===== src/rtl/mult_share_pkg.sv =====
// mult_share_pkg
//   Shared types and constants for the multiplier-sharing scheduler.
//   t_req_id  : requester index, sized for the largest supported requester count
//   t_mul_tag : in-flight tag travelling alongside the multiplier pipeline
//   next_ptr  : round-robin pointer advance with wrap
package mult_share_pkg;

   localparam int MAX_NUM_REQ         = 8;
   localparam int REQ_ID_W            = (MAX_NUM_REQ > 1) ? $clog2(MAX_NUM_REQ) : 1;
   localparam int DEFAULT_MUL_LATENCY = 2;

   typedef logic [REQ_ID_W-1:0] t_req_id;

   typedef struct packed {
      logic    valid;
      t_req_id id;
   } t_mul_tag;

   // Pointer to the slot after k, wrapping back to 0 past the last requester.
   function automatic t_req_id next_ptr(input t_req_id k, input int num_req);
      t_req_id nxt;
      if (int'(k) >= (num_req - 32'sd1)) begin
         nxt = {REQ_ID_W{1'b0}};
      end else begin
         nxt = k + t_req_id'(1'b1);
      end
      return nxt;
   endfunction

endpackage


===== src/rtl/mult_share_sched_rr_arbiter.sv =====
// rr_arbiter
//   Combinational round-robin arbiter. Picks the first asserted request at or
//   after rr_ptr, wrapping modulo NUM_REQ. The pointer register is owned by
//   the caller.
//   req         in  NUM_REQ : request vector
//   rr_ptr      in          : search start index
//   grant       out NUM_REQ : one-hot grant (zero when no request)
//   grant_id    out         : encoded index of the granted requester
//   grant_valid out         : a grant was made
module rr_arbiter
   import mult_share_pkg::*;
#(
   parameter int NUM_REQ = 4
) (
   input  logic [NUM_REQ-1:0] req,
   input  t_req_id            rr_ptr,
   output logic [NUM_REQ-1:0] grant,
   output t_req_id            grant_id,
   output logic               grant_valid
);

   localparam int IDX_W = (NUM_REQ > 1) ? $clog2(NUM_REQ) : 1;

   logic [IDX_W-1:0] idx_s;

   // Walk the requests starting at rr_ptr; the first hit wins.
   always_comb begin
      grant       = {NUM_REQ{1'b0}};
      grant_id    = {REQ_ID_W{1'b0}};
      grant_valid = 1'b0;
      idx_s       = {IDX_W{1'b0}};
      for (int off = 0; off < NUM_REQ; off++) begin
         idx_s = IDX_W'((int'(rr_ptr) + off) % NUM_REQ);
         if (!grant_valid && req[idx_s]) begin
            grant[idx_s] = 1'b1;
            grant_id     = t_req_id'(idx_s);
            grant_valid  = 1'b1;
         end else begin
            // an earlier slot already won, or this slot is idle
         end
      end
   end

endmodule


===== src/rtl/mult_share_sched.sv =====
// mult_share_sched
//   Time-shares one external fixed-latency pipelined multiplier among NUM_REQ
//   requesters. Operands are accepted round-robin (one per cycle at most), a
//   tag pipeline matched to MUL_LATENCY tracks which requester owns each
//   product, and each product lands in that requester's result register.
//   Each requester may have only one operation outstanding.
//   clk, reset         : clock, asynchronous active-high reset
//   req_valid/ready    : per-requester operand handshake (ready is one-hot)
//   req_a, req_b       : packed operands, slice i*DATA_LEN +: DATA_LEN
//   rsp_valid/ready    : per-requester result handshake
//   rsp_data           : packed result registers, sliced like the operands
//   mul_a, mul_b       : registered operands to the multiplier (0 when idle)
//   mul_result         : multiplier product, MUL_LATENCY cycles after mul_a/b
//   busy               : any requester has an operation outstanding
//   ops_issued         : wrapping count of accepted requests
module mult_share_sched
   import mult_share_pkg::*;
#(
   parameter int NUM_REQ     = 4,
   parameter int DATA_LEN    = 32,
   parameter int MUL_LATENCY = DEFAULT_MUL_LATENCY
) (
   input  logic                         clk,
   input  logic                         reset,
   input  logic [NUM_REQ-1:0]           req_valid,
   output logic [NUM_REQ-1:0]           req_ready,
   input  logic [NUM_REQ*DATA_LEN-1:0]  req_a,
   input  logic [NUM_REQ*DATA_LEN-1:0]  req_b,
   output logic [NUM_REQ-1:0]           rsp_valid,
   input  logic [NUM_REQ-1:0]           rsp_ready,
   output logic [NUM_REQ*DATA_LEN-1:0]  rsp_data,
   output logic [DATA_LEN-1:0]          mul_a,
   output logic [DATA_LEN-1:0]          mul_b,
   input  logic [DATA_LEN-1:0]          mul_result,
   output logic                         busy,
   output logic [31:0]                  ops_issued
);

   logic [NUM_REQ-1:0]          outstanding_r;
   t_req_id                     rr_ptr_r;
   t_mul_tag                    tag_r [0:MUL_LATENCY];
   logic [NUM_REQ-1:0]          rsp_valid_r;
   logic [NUM_REQ*DATA_LEN-1:0] rsp_data_r;
   logic [DATA_LEN-1:0]         mul_a_r;
   logic [DATA_LEN-1:0]         mul_b_r;
   logic [31:0]                 ops_issued_r;

   logic [NUM_REQ-1:0]          eligible_s;
   logic [NUM_REQ-1:0]          grant_s;
   t_req_id                     grant_id_s;
   logic                        grant_valid_s;
   logic                        accept_s;
   logic [NUM_REQ-1:0]          accept_vec_s;
   logic [NUM_REQ-1:0]          hs_vec_s;
   logic [NUM_REQ-1:0]          land_vec_s;
   logic [DATA_LEN-1:0]         a_sel_s;
   logic [DATA_LEN-1:0]         b_sel_s;

   assign eligible_s = req_valid & ~outstanding_r;
   assign hs_vec_s   = rsp_valid_r & rsp_ready;

   rr_arbiter #(
      .NUM_REQ     (NUM_REQ)
   ) u_arb (
      .req         (eligible_s),
      .rr_ptr      (rr_ptr_r),
      .grant       (grant_s),
      .grant_id    (grant_id_s),
      .grant_valid (grant_valid_s)
   );

   // Grant is masked while reset is high so ready reads 0 even if requesters
   // keep valid asserted through reset.
   always_comb begin
      req_ready    = {NUM_REQ{1'b0}};
      accept_vec_s = {NUM_REQ{1'b0}};
      accept_s     = 1'b0;
      if (reset) begin
         req_ready = {NUM_REQ{1'b0}};
      end else begin
         req_ready    = grant_s;
         accept_vec_s = req_valid & grant_s;
         accept_s     = grant_valid_s;
      end
   end

   // Operand mux driven by the one-hot grant.
   always_comb begin
      a_sel_s = {DATA_LEN{1'b0}};
      b_sel_s = {DATA_LEN{1'b0}};
      for (int i = 0; i < NUM_REQ; i++) begin
         if (grant_s[i]) begin
            a_sel_s = req_a[i*DATA_LEN +: DATA_LEN];
            b_sel_s = req_b[i*DATA_LEN +: DATA_LEN];
         end else begin
            // not the granted requester
         end
      end
   end

   // Decode the owner of the product emerging from the multiplier this cycle.
   always_comb begin
      land_vec_s = {NUM_REQ{1'b0}};
      for (int i = 0; i < NUM_REQ; i++) begin
         land_vec_s[i] = tag_r[MUL_LATENCY].valid &&
                         (tag_r[MUL_LATENCY].id == t_req_id'(i));
      end
   end

   // Outstanding flags: set on accept, cleared on the response handshake.
   always_ff @(posedge clk or posedge reset) begin
      if (reset) begin
         outstanding_r <= {NUM_REQ{1'b0}};
      end else begin
         outstanding_r <= (outstanding_r | accept_vec_s) & ~hs_vec_s;
      end
   end

   // Round-robin pointer moves past the winner only when a grant happens.
   always_ff @(posedge clk or posedge reset) begin
      if (reset) begin
         rr_ptr_r <= {REQ_ID_W{1'b0}};
      end else if (accept_s) begin
         rr_ptr_r <= next_ptr(grant_id_s, NUM_REQ);
      end else begin
         rr_ptr_r <= rr_ptr_r;
      end
   end

   // Registered multiplier operands, zeroed on idle cycles.
   always_ff @(posedge clk or posedge reset) begin
      if (reset) begin
         mul_a_r <= {DATA_LEN{1'b0}};
         mul_b_r <= {DATA_LEN{1'b0}};
      end else if (accept_s) begin
         mul_a_r <= a_sel_s;
         mul_b_r <= b_sel_s;
      end else begin
         mul_a_r <= {DATA_LEN{1'b0}};
         mul_b_r <= {DATA_LEN{1'b0}};
      end
   end

   // Tag pipeline: stage 0 aligns with mul_a/mul_b, stage MUL_LATENCY with
   // mul_result. It never stalls, matching the multiplier.
   always_ff @(posedge clk or posedge reset) begin
      if (reset) begin
         for (int s = 0; s <= MUL_LATENCY; s++) begin
            tag_r[s] <= {1'b0, {REQ_ID_W{1'b0}}};
         end
      end else begin
         tag_r[0] <= {accept_s, grant_id_s};
         for (int s = 1; s <= MUL_LATENCY; s++) begin
            tag_r[s] <= tag_r[s-1];
         end
      end
   end

   // Result registers. A landing and a handshake never hit the same requester
   // in one cycle because a requester cannot reissue while outstanding.
   always_ff @(posedge clk or posedge reset) begin
      if (reset) begin
         rsp_valid_r <= {NUM_REQ{1'b0}};
         rsp_data_r  <= {(NUM_REQ*DATA_LEN){1'b0}};
      end else begin
         for (int i = 0; i < NUM_REQ; i++) begin
            if (land_vec_s[i]) begin
               rsp_valid_r[i]                      <= 1'b1;
               rsp_data_r[i*DATA_LEN +: DATA_LEN]  <= mul_result;
            end else if (hs_vec_s[i]) begin
               rsp_valid_r[i] <= 1'b0;
            end else begin
               rsp_valid_r[i] <= rsp_valid_r[i];
            end
         end
      end
   end

   // Accepted-request counter, free-running wrap.
   always_ff @(posedge clk or posedge reset) begin
      if (reset) begin
         ops_issued_r <= 32'd0;
      end else if (accept_s) begin
         ops_issued_r <= ops_issued_r + 32'd1;
      end else begin
         ops_issued_r <= ops_issued_r;
      end
   end

   assign rsp_valid  = rsp_valid_r;
   assign rsp_data   = rsp_data_r;
   assign mul_a      = mul_a_r;
   assign mul_b      = mul_b_r;
   assign busy       = |outstanding_r;
   assign ops_issued = ops_issued_r;

endmodule

===== config.mk =====
export PLATFORM = sky130hd
export DESIGN_NAME = mult_share_sched
export DESIGN_NICKNAME = d
export VERILOG_FILES = /design/src/rtl/mult_share_pkg.sv /design/src/rtl/mult_share_sched_rr_arbiter.sv /design/src/rtl/mult_share_sched.sv
export SDC_FILE = /design/constraint.sdc
export NUM_CORES = 1
export LEC_CHECK = 0
export ABC_AREA = 0
export CORE_AREA = 2 2 205 207
export CTS_CLUSTER_SIZE = 30
export DETAILED_ROUTE_END_ITERATION = 16
export DIE_AREA = 0 0 207 209
export PLACE_DENSITY = 0.63
export SLEW_MARGIN = 20
export SYNTH_ARGS = -nofsm -noshare
export SYNTH_HDL_FRONTEND = slang
export SYNTH_SLANG_ARGS = --single-unit

===== constraint.sdc =====
create_clock -name clk -period 24.6 [get_ports clk]
set_clock_uncertainty 0.05 [all_clocks]
set_input_delay 4.92 -clock clk [delete_from_list [all_inputs] [get_ports clk]]
set_output_delay 4.92 -clock clk [all_outputs]
set_load 0.02 [all_outputs]

==> tab_implementation.tex <==
\begin{tabular}{lr}
\hline
Metric & Value \\
\hline
\multicolumn{2}{l}{\textbf{Run status}} \\
\quad Result of the run & complete, no violations \\
\multicolumn{2}{l}{\textbf{STA}} \\
\quad Worst hold margin & between 0.2 and 0.3 ns \\
\quad Shortest clock period the worst path allows after layout & about 13 ns \\
\quad Sum Neg Setup Slack & 0 ns \\
\quad Final-report max-slew violation count & 0 \\
\quad Worst slew slack as a fraction of its limit & 0.305 \\
\quad Hold Vio Cnt, Final & 0 \\
\quad Maximum achievable frequency & 75.4 MHz \\
\quad Share of the clock period used by the worst path & 0.539 \\
\quad Final setup violation count & 0 \\
\quad Setup repair after global routing missed its margin & false \\
\quad Worst Tran Pin Value & about 1.0 ns \\
\multicolumn{2}{l}{\textbf{Power and ir drop}} \\
\quad Power per Cell Area & between 100 and 150 nW/µm² \\
\quad Max VDD drop & a little over 0.08 mV \\
\quad Total Power & around 0.0025 W \\
\quad Leakage component of the power & 7.44 nW \\
\multicolumn{2}{l}{\textbf{Clock network}} \\
\quad Clock tree from TritonCTS & yes \\
\quad Later-pin clock latency in the skew report & approximately 0.58 ns \\
\quad Number of buffers created by CTS & 29 \\
\quad H-tree depth & 1 \\
\quad CTS sink cnt & 243 \\
\quad Clock transition at path regs & 0.06 ns \\
\quad Bufs on Longest Clock Path & 3 \\
\quad Hold-fix buffer count after cts & 0 \\
\quad PostCTS Resize Cnt & 0 \\
\quad CTS root buffer & clkbuf\_16 \\
\quad Setup Buffers After CTS & 0 \\
\multicolumn{2}{l}{\textbf{Yosys}} \\
\quad Fraction of the yosys area taken by sequential cells & 0.532 \\
\quad Syn Area/Cell & 12.0 µm² \\
\quad Number of enable flip-flop cells after synthesis & 0 \\
\quad Post-synthesis net count & roughly 1300 \\
\quad Ranking of synthesized cells by area & dfrtp\_1, mux2\_2, a32o\_1 \\
\quad Top-area cell type share of the netlist area & 0.532 \\
\quad Proportion of register bits with asynchronous set or reset after synthesis & 1.00 \\
\quad Distinct cell type count of the synthesized netlist & 50 \\
\quad Cell count after synthesis & 957 \\
\quad Seq cells post-synth & 243 \\
\quad Most used standard cell by instance count after synthesis & dfrtp\_1 \\
\quad Count of synthesis-stage warnings from yosys & 0 \\
\quad Top flip-flop cell by instance count after synthesis & dfrtp\_1 \\
\quad Commonest cells post-synth & dfrtp\_1, mux2\_2, inv\_1 \\
\quad Mapped Area & between 10000 and 15000 µm² \\
\quad Library cell occupying the most area in the post-synthesis netlist & dfrtp\_1 \\
\multicolumn{2}{l}{\textbf{GRT}} \\
\quad Remaining global-route overflow & 0 \\
\quad Vias in the first global route & 10500 \\
\quad Largest net degree at the start of global routing & 142 \\
\quad First-pass GRT wire length & 65800 µm \\
\quad Initial antenna violation count & 15 \\
\quad Combined global-route utilization of all metal layers & 0.197 \\
\multicolumn{2}{l}{\textbf{Worst setup path}} \\
\quad Type of origin of the critical path & input port \\
\quad Crit Path Max Fanout & 107 \\
\quad CP endpoint kind & output pin \\
\quad Worst EP required & 19.63 ns \\
\quad Crit path DAT & 8.30 ns \\
\quad Critical path type & in -> out \\
\multicolumn{2}{l}{\textbf{Routing}} \\
\quad Final Routed Wirelength & 44200 µm \\
\quad Number of search-and-repair iterations in the first detailed-routing pass & 5 \\
\quad Post-detailed-route count of antenna-violating nets & 0 \\
\quad Average vias per placed instance & 5.04 \\
\quad Count of routing violations after the opening detailed-route iteration & 439 \\
\quad Routed via count & 10200 \\
\quad WL per Instance & between 20 and 25 µm \\
\quad Number of design rule violations left after detail routing & 0 \\
\multicolumn{2}{l}{\textbf{Placement}} \\
\quad Last weighted congestion value of the routability-driven placer & between 0.8 and 0.9 \\
\quad HPWL after detailed placement & 31600 µm \\
\quad Post-placement cell area & 17300 µm² \\
\quad Quantity of I/O buffers inserted on ports & between 500 and 600 \\
\multicolumn{2}{l}{\textbf{Floorplanning}} \\
\quad Initial Util & 0.277 \\
\quad Die Ht & 209 µm \\
\quad Row Count & 75 \\
\quad Num ports & 531 \\
\quad Chip Width & 207 µm \\
\quad Core outline area & 41300 µm² \\
\quad DIE AREA & $\sim$43000 µm² \\
\multicolumn{2}{l}{\textbf{Run}} \\
\quad Number of violations of the max-capacitance limit & 0 \\
\multicolumn{2}{l}{\textbf{Cells and area}} \\
\quad Filler instances & a little under 4000 \\
\quad Signed area change from the synthesized netlist to the final layout & 60.5\% \\
\quad Post-layout instance area & 18400 µm² \\
\quad Nets & 1763 \\
\quad Final core utilization & 0.445 \\
\quad Fraction of final layout cells sized beyond drive strength 1 & 0.147 \\
\multicolumn{2}{l}{\textbf{Worst hold path}} \\
\quad Path class of the lowest-slack min-delay path & reg -> reg \\
\hline
\end{tabular}
-- final timing paths --
check | from | endpoint | slack, ns | depth (start not counted)
max in group asynchronous | reset | mul_a[26] | 18.24 | 3
worst max register to register | rr_ptr_r[0] | mul_a[30] | 19.91 | 10
worst max-delay path | reset | req_ready[3] | 11.33 | 8
worst min register to register | tag_r[4] | tag_r[0] | 0.29 | 0
min in group asynchronous | reset | rsp_data[30] | 4.94 | 2
worst min-delay path | tag_r[4] | tag_r[0] | 0.29 | 0
-- kinds of logic after synthesis --
kind of cell / share of synthesized area
adders and majority gates: 0.0109
buffers and inverters: 0.0569
and+or+nand+nor: 0.0491
AOI/OAI and AO/OA: 0.196
DFF: 0.532
muxes: 0.132
xor gates and xnor gates: 0.0237
-- layout make-up --
type	instances	area (µm²)	share of cell area
clock buffer	38	820	0.0446
tap	539	674	0.0367
timing repair buffer	544	5420	0.295
inverter	78	300	0.0164
sequential	243	6080	0.331
multi-input combinational	559	4780	0.261
clock inverter	15	251	0.0137
antenna	11	27.5	0.00150
-- registers in the layout, summed over array words and instances (netlist names) --
name and cells:
mul_a 32, mul_b 32, ops_issued 32, outstanding_r 4, rr_ptr_r 2, rsp_data 128
rsp_valid 4, tag_r 9
-- power breakdown --
part | total (W) | switching, W | internal, W
sequential | 0.000648 | 0.0000860 | 0.000562
combinational | 0.00138 | 0.000756 | 0.000628
clock | 0.000480 | 0.000183 | 0.000298
-- metal layers --
layer	vias up	global-route usage	routed length, µm
met5	-	0	39
met4	6	0.0823	1490
met3	84	0.0579	3870
met2	498	0.338	21800
met1	5071	0.229	17000
li1	4558	-	-
-- metrics by stage --
stage / setup slack [ns] / std cells
2_1_floorplan: 7.82 / 957
3_3_place_gp: 11.31 / 1963
3_5_place_dp: 11.30 / 1963
4_1_cts: 11.29 / 2016
5_1_grt: 11.12 / 2027
6_report: 11.33 / 2027
-- worst max-delay path, stage by stage --
cell	delay, ns
clkdlybuf4s50_1	0.57
inv_8	0.59
o41ai_2	0.18
buf_4	0.23
inv_2	0.05
buf_4	0.61
and2_1	0.27
clkdlybuf4s50_1	0.70
-- layout by cell type (no fill, tap or decap), types with 21 or more instances in the layout --
cell / n
mux2_2: 128
clkbuf_16: 29
nand2_1: 21
o21a_1: 64
clkdlybuf4s50_1: 530
o311ai_1: 50
xnor2_1: 24
o21ai_0: 68
a32o_1: 63
dfrtp_1: 243
inv_1: 75
Power figures use the tool's default switching activity.
